## config.mk

```make
export PLATFORM = sky130hd
export DESIGN_NAME = kpn_fifo_channel_flat
export DESIGN_NICKNAME = d
export VERILOG_FILES = /design/src/rtl/kpn_channel_pkg.sv /design/src/rtl/kpn_fifo_channel_if.sv /design/src/rtl/kpn_fifo_ptr_ctrl.sv /design/src/rtl/kpn_fifo_channel.sv /design/src/flat_wrapper.sv
export SDC_FILE = /design/constraint.sdc
export NUM_CORES = 1
export LEC_CHECK = 0
export ABC_AREA = 1
export BUFFER_PORTS_ARGS = -buffer_cell sky130_fd_sc_hd__buf_2
export CAP_MARGIN = 10
export CELL_PAD_IN_SITES_DETAIL_PLACEMENT = 1
export CELL_PAD_IN_SITES_GLOBAL_PLACEMENT = 1
export CORE_AREA = 2 2 119 98
export CTS_BUF_LIST = sky130_fd_sc_hd__clkbuf_4
export DETAILED_ROUTE_END_ITERATION = 12
export DIE_AREA = 0 0 121 100
export GPL_ROUTABILITY_DRIVEN = 0
export PLACE_DENSITY = 0.86
export SYNTH_ARGS = -nofsm -noshare
export SYNTH_HDL_FRONTEND = slang
export SYNTH_SLANG_ARGS = --single-unit
```

## constraint.sdc

```tcl
create_clock -name clk_i -period 3.5 [get_ports clk_i]
set_input_delay 0.35 -clock clk_i [delete_from_list [all_inputs] [get_ports clk_i]]
set_output_delay 0.35 -clock clk_i [all_outputs]
set_load 0.005 [all_outputs]
```

## src/rtl/kpn_channel_pkg.sv

```systemverilog
// Shared KPN channel definitions: token type and default channel depth.
package kpn_channel_pkg;

    localparam int unsigned KPN_TOKEN_WIDTH = 16;
    localparam int unsigned KPN_FIFO_DEPTH  = 8;

    typedef logic [KPN_TOKEN_WIDTH-1:0] kpn_token_t;

endpackage

```

## src/rtl/kpn_fifo_channel_if.sv

```systemverilog
// Producer/consumer bus of a KPN FIFO channel; slave is the channel, master the node pair.
interface kpn_fifo_channel_if #(
    parameter int unsigned DATA_WIDTH = 16,
    parameter int unsigned ADDR_WIDTH = 3
);
    logic                  wr;
    logic [DATA_WIDTH-1:0] data_in;
    logic                  full;
    logic                  almost_full;
    logic                  rd;
    logic [DATA_WIDTH-1:0] data_out;
    logic                  empty;
    logic [ADDR_WIDTH:0]   count;
    logic                  overflow;
    logic                  underflow;

    modport slave (
        input  wr, data_in, rd,
        output full, almost_full, data_out, empty, count, overflow, underflow
    );

    modport master (
        output wr, data_in, rd,
        input  full, almost_full, data_out, empty, count, overflow, underflow
    );
endinterface

```

## src/rtl/kpn_fifo_ptr_ctrl.sv

```systemverilog
// Pointer, occupancy and flag bookkeeping for the KPN FIFO channel.
module kpn_fifo_ptr_ctrl #(
    parameter int unsigned DEPTH          = 8,
    parameter int unsigned ADDR_WIDTH     = 3,
    parameter int unsigned ALMOST_FULL_TH = 6
) (
    input  logic                  clk_i,
    input  logic                  rst_i,
    input  logic                  wr_i,
    input  logic                  rd_i,
    output logic                  push_en_c_o,
    output logic                  pop_en_c_o,
    output logic [ADDR_WIDTH-1:0] wr_ptr_o,
    output logic [ADDR_WIDTH-1:0] rd_ptr_o,
    output logic [ADDR_WIDTH:0]   count_o,
    output logic                  full_o,
    output logic                  almost_full_o,
    output logic                  empty_o,
    output logic                  overflow_o,
    output logic                  underflow_o
);
    localparam int unsigned CW = ADDR_WIDTH + 1;

    logic [ADDR_WIDTH-1:0] wr_ptr_q, wr_ptr_d;
    logic [ADDR_WIDTH-1:0] rd_ptr_q, rd_ptr_d;
    logic [CW-1:0]         count_q, count_d;
    logic                  full_q, full_d;
    logic                  almost_full_q, almost_full_d;
    logic                  empty_q, empty_d;
    logic                  overflow_q, overflow_d;
    logic                  underflow_q, underflow_d;
    logic                  push_en, pop_en;

    // A full FIFO still accepts a push when the same cycle pops the head.
    assign push_en = wr_i & (~full_q | rd_i);
    assign pop_en  = rd_i & ~empty_q;

    always_comb begin
        wr_ptr_d      = wr_ptr_q;
        rd_ptr_d      = rd_ptr_q;
        count_d       = count_q;
        overflow_d    = overflow_q | (wr_i & ~push_en);
        underflow_d   = underflow_q | (rd_i & empty_q);
        if (push_en) wr_ptr_d = wr_ptr_q + ADDR_WIDTH'(1);
        if (pop_en)  rd_ptr_d = rd_ptr_q + ADDR_WIDTH'(1);
        case ({push_en, pop_en})
            2'b10:   count_d = count_q + CW'(1);
            2'b01:   count_d = count_q - CW'(1);
            default: count_d = count_q;
        endcase
        // Flags come from the next count so they line up with count_q after the edge.
        full_d        = (count_d == CW'(DEPTH));
        almost_full_d = (count_d >= CW'(ALMOST_FULL_TH));
        empty_d       = (count_d == CW'(0));
    end

    always_ff @(posedge clk_i) begin
        if (rst_i) begin
            wr_ptr_q      <= '0;
            rd_ptr_q      <= '0;
            count_q       <= '0;
            full_q        <= 1'b0;
            almost_full_q <= 1'b0;
            empty_q       <= 1'b1;
            overflow_q    <= 1'b0;
            underflow_q   <= 1'b0;
        end else begin
            wr_ptr_q      <= wr_ptr_d;
            rd_ptr_q      <= rd_ptr_d;
            count_q       <= count_d;
            full_q        <= full_d;
            almost_full_q <= almost_full_d;
            empty_q       <= empty_d;
            overflow_q    <= overflow_d;
            underflow_q   <= underflow_d;
        end
    end

    assign push_en_c_o   = push_en;
    assign pop_en_c_o    = pop_en;
    assign wr_ptr_o      = wr_ptr_q;
    assign rd_ptr_o      = rd_ptr_q;
    assign count_o       = count_q;
    assign full_o        = full_q;
    assign almost_full_o = almost_full_q;
    assign empty_o       = empty_q;
    assign overflow_o    = overflow_q;
    assign underflow_o   = underflow_q;
endmodule

```

## src/rtl/kpn_fifo_channel.sv

```systemverilog
// First-word-fall-through token FIFO between one KPN producer node and one consumer node.
module kpn_fifo_channel
    import kpn_channel_pkg::*;
#(
    parameter int unsigned DATA_WIDTH     = KPN_TOKEN_WIDTH,
    parameter int unsigned DEPTH          = KPN_FIFO_DEPTH,
    parameter int unsigned ADDR_WIDTH     = $clog2(DEPTH),
    parameter int unsigned ALMOST_FULL_TH = 6
) (
    input  logic              clk_i,
    input  logic              rst_i,
    kpn_fifo_channel_if.slave bus
);
    logic [DATA_WIDTH-1:0] mem_q [DEPTH];
    logic [ADDR_WIDTH-1:0] wr_ptr, rd_ptr;
    logic                  push_en;
    logic                  pop_en_unused;
    logic                  empty;

    kpn_fifo_ptr_ctrl #(
        .DEPTH          (DEPTH),
        .ADDR_WIDTH     (ADDR_WIDTH),
        .ALMOST_FULL_TH (ALMOST_FULL_TH)
    ) u_ptr_ctrl (
        .clk_i         (clk_i),
        .rst_i         (rst_i),
        .wr_i          (bus.wr),
        .rd_i          (bus.rd),
        .push_en_c_o   (push_en),
        .pop_en_c_o    (pop_en_unused),
        .wr_ptr_o      (wr_ptr),
        .rd_ptr_o      (rd_ptr),
        .count_o       (bus.count),
        .full_o        (bus.full),
        .almost_full_o (bus.almost_full),
        .empty_o       (empty),
        .overflow_o    (bus.overflow),
        .underflow_o   (bus.underflow)
    );

    // Storage is not reset; the empty flag masks stale contents.
    always_ff @(posedge clk_i) begin
        if (push_en) mem_q[wr_ptr] <= bus.data_in;
    end

    assign bus.empty    = empty;
    assign bus.data_out = empty ? '0 : mem_q[rd_ptr];
endmodule

```

## src/flat_wrapper.sv

```systemverilog
// flat-port wrapper written by rule: the top's interface ports become plain ports
module kpn_fifo_channel_flat import kpn_channel_pkg::*;
#(
    parameter int unsigned DATA_WIDTH     = KPN_TOKEN_WIDTH,
    parameter int unsigned DEPTH          = KPN_FIFO_DEPTH,
    parameter int unsigned ADDR_WIDTH     = $clog2(DEPTH),
    parameter int unsigned ALMOST_FULL_TH = 6
)
  (clk_i, rst_i, bus_wr, bus_data_in, bus_rd, bus_full, bus_almost_full, bus_data_out, bus_empty, bus_count, bus_overflow, bus_underflow);
  kpn_fifo_channel_if #(.DATA_WIDTH(DATA_WIDTH), .ADDR_WIDTH(ADDR_WIDTH)) bus_i ();
  input  logic clk_i;
  input  logic rst_i;
  input wire logic [$bits(bus_i.wr)-1:0] bus_wr;
  input wire logic [$bits(bus_i.data_in)-1:0] bus_data_in;
  input wire logic [$bits(bus_i.rd)-1:0] bus_rd;
  output wire logic [$bits(bus_i.full)-1:0] bus_full;
  output wire logic [$bits(bus_i.almost_full)-1:0] bus_almost_full;
  output wire logic [$bits(bus_i.data_out)-1:0] bus_data_out;
  output wire logic [$bits(bus_i.empty)-1:0] bus_empty;
  output wire logic [$bits(bus_i.count)-1:0] bus_count;
  output wire logic [$bits(bus_i.overflow)-1:0] bus_overflow;
  output wire logic [$bits(bus_i.underflow)-1:0] bus_underflow;
  assign bus_i.wr = bus_wr;
  assign bus_i.data_in = bus_data_in;
  assign bus_i.rd = bus_rd;
  assign bus_full = bus_i.full;
  assign bus_almost_full = bus_i.almost_full;
  assign bus_data_out = bus_i.data_out;
  assign bus_empty = bus_i.empty;
  assign bus_count = bus_i.count;
  assign bus_overflow = bus_i.overflow;
  assign bus_underflow = bus_i.underflow;
  kpn_fifo_channel #(.DATA_WIDTH(DATA_WIDTH), .DEPTH(DEPTH), .ADDR_WIDTH(ADDR_WIDTH), .ALMOST_FULL_TH(ALMOST_FULL_TH)) u_core (.clk_i(clk_i), .rst_i(rst_i), .bus(bus_i));
endmodule
```

==> results.txt <==
Critical path class: reg2out
Nets: 556
Mapped Cells: 479
Initial antenna violation count: 0
Clock tree buffer depth: 2
Drt pass-1 iters: 4
# port buffers: 44
Critical Path Sink: bus_data_out[11]
Sequential share of the synthesized area: 0.7290
Clock Tree Root: clkbuf_4
Largest net degree at the start of global routing: 65
GRT Resource Usage Total: 0.2494
Synth cell types: 23
Reg2reg start: u_core.u_ptr_ctrl.empty_o
Detailed Route Iter0 Violations: 342
Worst-path fanout max: 64
CTS tree: yes
Placed cells: 661
# setup viols final: 0
Clk_skew: 17.41 ps
Row count: 35
Setup Slack @ Placement: 1183 ps
Crit Reg-Reg Endpoint: u_core.u_ptr_ctrl.empty_o
Status: finished clean
Post-CTS Setup Repair Bufs: 0
Initial core utilization: 0.5205
Startpoint Class: register
CTS clk-pin slew, worst paths: 120 ps
Share of cells above drive strength 1: 0.1761
FF+latch count, synth: 146
GR Overflow Total: 0
Power Total: 4051 uW
Layout Cells excl Fill: 694
Post-layout util: 0.5825
Clock Sinks: 146
Mapped cell area: 0.005767 mm2
Die area: 0.01210 mm2
Hold buffer count at CTS: 0
Pwr Density: 627.7 mW/mm2
CTS buffer count: 17
Dpl hpwl: 8740 um
I/O pin count: 45
Maxcap violations: 0
Critical path endpoint category: output port
Min cycle time layout: 2858 ps
Fin. Hold Viols: 0
Core area: 0.01108 mm2
Fmax: 0.3498 GHz
Crit share post-route: 0.8167
Via density: 5.697
Mapped Nets: 503
Flop2flop setup slack: 1310 ps
Wire length per cell: 20.23 um
Worst skew pair latency: 520 ps
Setup TNS: 0 ps
Die Span Y: 100 um
VDD IR-drop max: 0.3233 mV
CTS resizes: 0
DR vias: 3954
Pleak: 0.002350 uW
Worst-margin pin slew: 1073 ps
Area growth from synthesis to layout: 11.91%
H-tree levels: 4
Die W: 121 um
Slew Limit Fails: 0
Final worst slack: 641.6 ps
Global-route wire length before repair: 22210 um
Routed wire length: 14040 um
Syn Area/Cell: 12.04 um2
Worst EP required: 3150 ps
Worst hold path type: in2reg
Residual DRC: 0
RSZ-0062 raised after global routing: false
Critical Path AT: 2510 ps
Worst slew margin: 0.2836
Synth warn: 0
FF-to-FF path depth: 9
Vias in the first global route: 4300
DRT antenna net count: 0
registers in the layout, summed over array words and instances (netlist names), named ones only:
signal                           count
u_core.mem_q                       128
u_core.u_ptr_ctrl.almost_full_o      1
u_core.u_ptr_ctrl.count_o            4
u_core.u_ptr_ctrl.empty_o            1
u_core.u_ptr_ctrl.full_o             1
u_core.u_ptr_ctrl.overflow_o         1
u_core.u_ptr_ctrl.rd_ptr_o           3
u_core.u_ptr_ctrl.underflow_o        1
u_core.u_ptr_ctrl.wr_ptr_o           3
synth_stat cells:
master / count / area, um2
buf_2: 8 / 40.04
clkbuf_2: 1 / 5.000
nor2_1: 114 / 427.9
nand2_1: 20 / 75.07
clkbuf_1: 12 / 45.04
ha_1: 4 / 50.05
nand4_1: 3 / 18.77
buf_4: 3 / 22.52
nor2_2: 2 / 12.51
o21ai_0: 78 / 390.4
a31oi_1: 16 / 100.1
dfxtp_1: 18 / 360.4
xnor2_1: 1 / 8.760
nand3_2: 2 / 20.02
inv_1: 24 / 90.09
edfxtp_1: 128 / 3844
nand3_1: 6 / 30.03
o21ai_1: 7 / 35.03
a21oi_1: 9 / 45.04
nand2_2: 2 / 12.51
inv_2: 2 / 7.510
xor2_1: 3 / 26.28
o22ai_1: 16 / 100.1
metrics by stage:
stage                     hold WS, ps  instance area, um2
after global placement          434.9                6166
after global routing            61.35                6451
after floorplan                 443.5                5767
after detailed placement        455.8                6166
final                           96.98                6454
after CTS                       66.26                6451
logic make-up after synthesis:
family                     count (synthesis)  synth area share
AOI/OAI and AO/OA                        126            0.1163
xor gates and xnor gates                   4          0.006076
adders and majority gates                  4          0.008679
buffers and inverters                     50           0.03645
DFF                                      146            0.7290
and+or+nand+nor                          149            0.1035
where the power goes:
group | switching (uW) | total, uW | internal, uW
clock network | 571 | 1070 | 499
logic | 652 | 962 | 310
registers | 45.3 | 2020 | 1970
how the worst min path moves through the flow:
| stage | startpoint | end | slack, ps | cells past startpoint |
|---|---|---|---|---|
| final | bus_data_in[13] | u_core.mem_q[4][13] | 100 | 1 |
| after global routing | bus_data_in[14] | u_core.mem_q[1][14] | 60 | 1 |
| after detailed placement | u_core.u_ptr_ctrl.overflow_o | u_core.u_ptr_ctrl.overflow_o | 460 | 2 |
| after floorplan | u_core.u_ptr_ctrl.rd_ptr_o[2] | register | 440 | 2 |
| after global placement | u_core.u_ptr_ctrl.overflow_o | u_core.u_ptr_ctrl.overflow_o | 430 | 2 |
| after CTS | bus_data_in[14] | u_core.mem_q[2][14] | 70 | 1 |
placed cells by master, fill, tap and decap left out, drive strengths merged:
cell | Yosys | layout
edfxtp | 128 | 128
clkinv | 0 | 9
ha | 4 | 4
a31oi | 16 | 16
dfxtp | 18 | 18
nand2 | 22 | 22
buf | 11 | 58
xor2 | 3 | 3
a21oi | 9 | 9
o21ai | 85 | 85
nand3 | 8 | 8
o22ai | 16 | 16
nand4 | 3 | 3
xnor2 | 1 | 1
bufinv | 0 | 3
nor2 | 116 | 116
diode | 0 | 1
clkinvlp | 0 | 1
inv | 26 | 26
clkbuf | 13 | 19
critical path, cell delays in order (launching register included):
cell	delay, ps
dfxtp_2	340
inv_2	710
o21ai_0	220
o22ai_1	170
o21ai_0	120
a31oi_1	260
buf_2	150
per-layer routing:
metal,vias up,part of all wire,global-route usage
met5,-,0,0
met4,0,0.015,0.08497
met3,19,0.047,0.05568
met2,114,0.52,0.4360
met1,2002,0.42,0.3083
li1,1819,-,-
layout make-up:
| class | count | area [um2] |
|---|---|---|
| clock inverters | 13 | 142.6 |
| fillers | 1153 | 4626 |
| clock buffers | 19 | 142.6 |
| repair buffers | 58 | 325.3 |
| multi-input cells | 283 | 1353 |
| inverters | 26 | 97.59 |
| diodes | 1 | 2.502 |
| well taps | 148 | 185.2 |
| flip-flops and latches | 146 | 4205 |
Power figures use the tool's default switching activity.
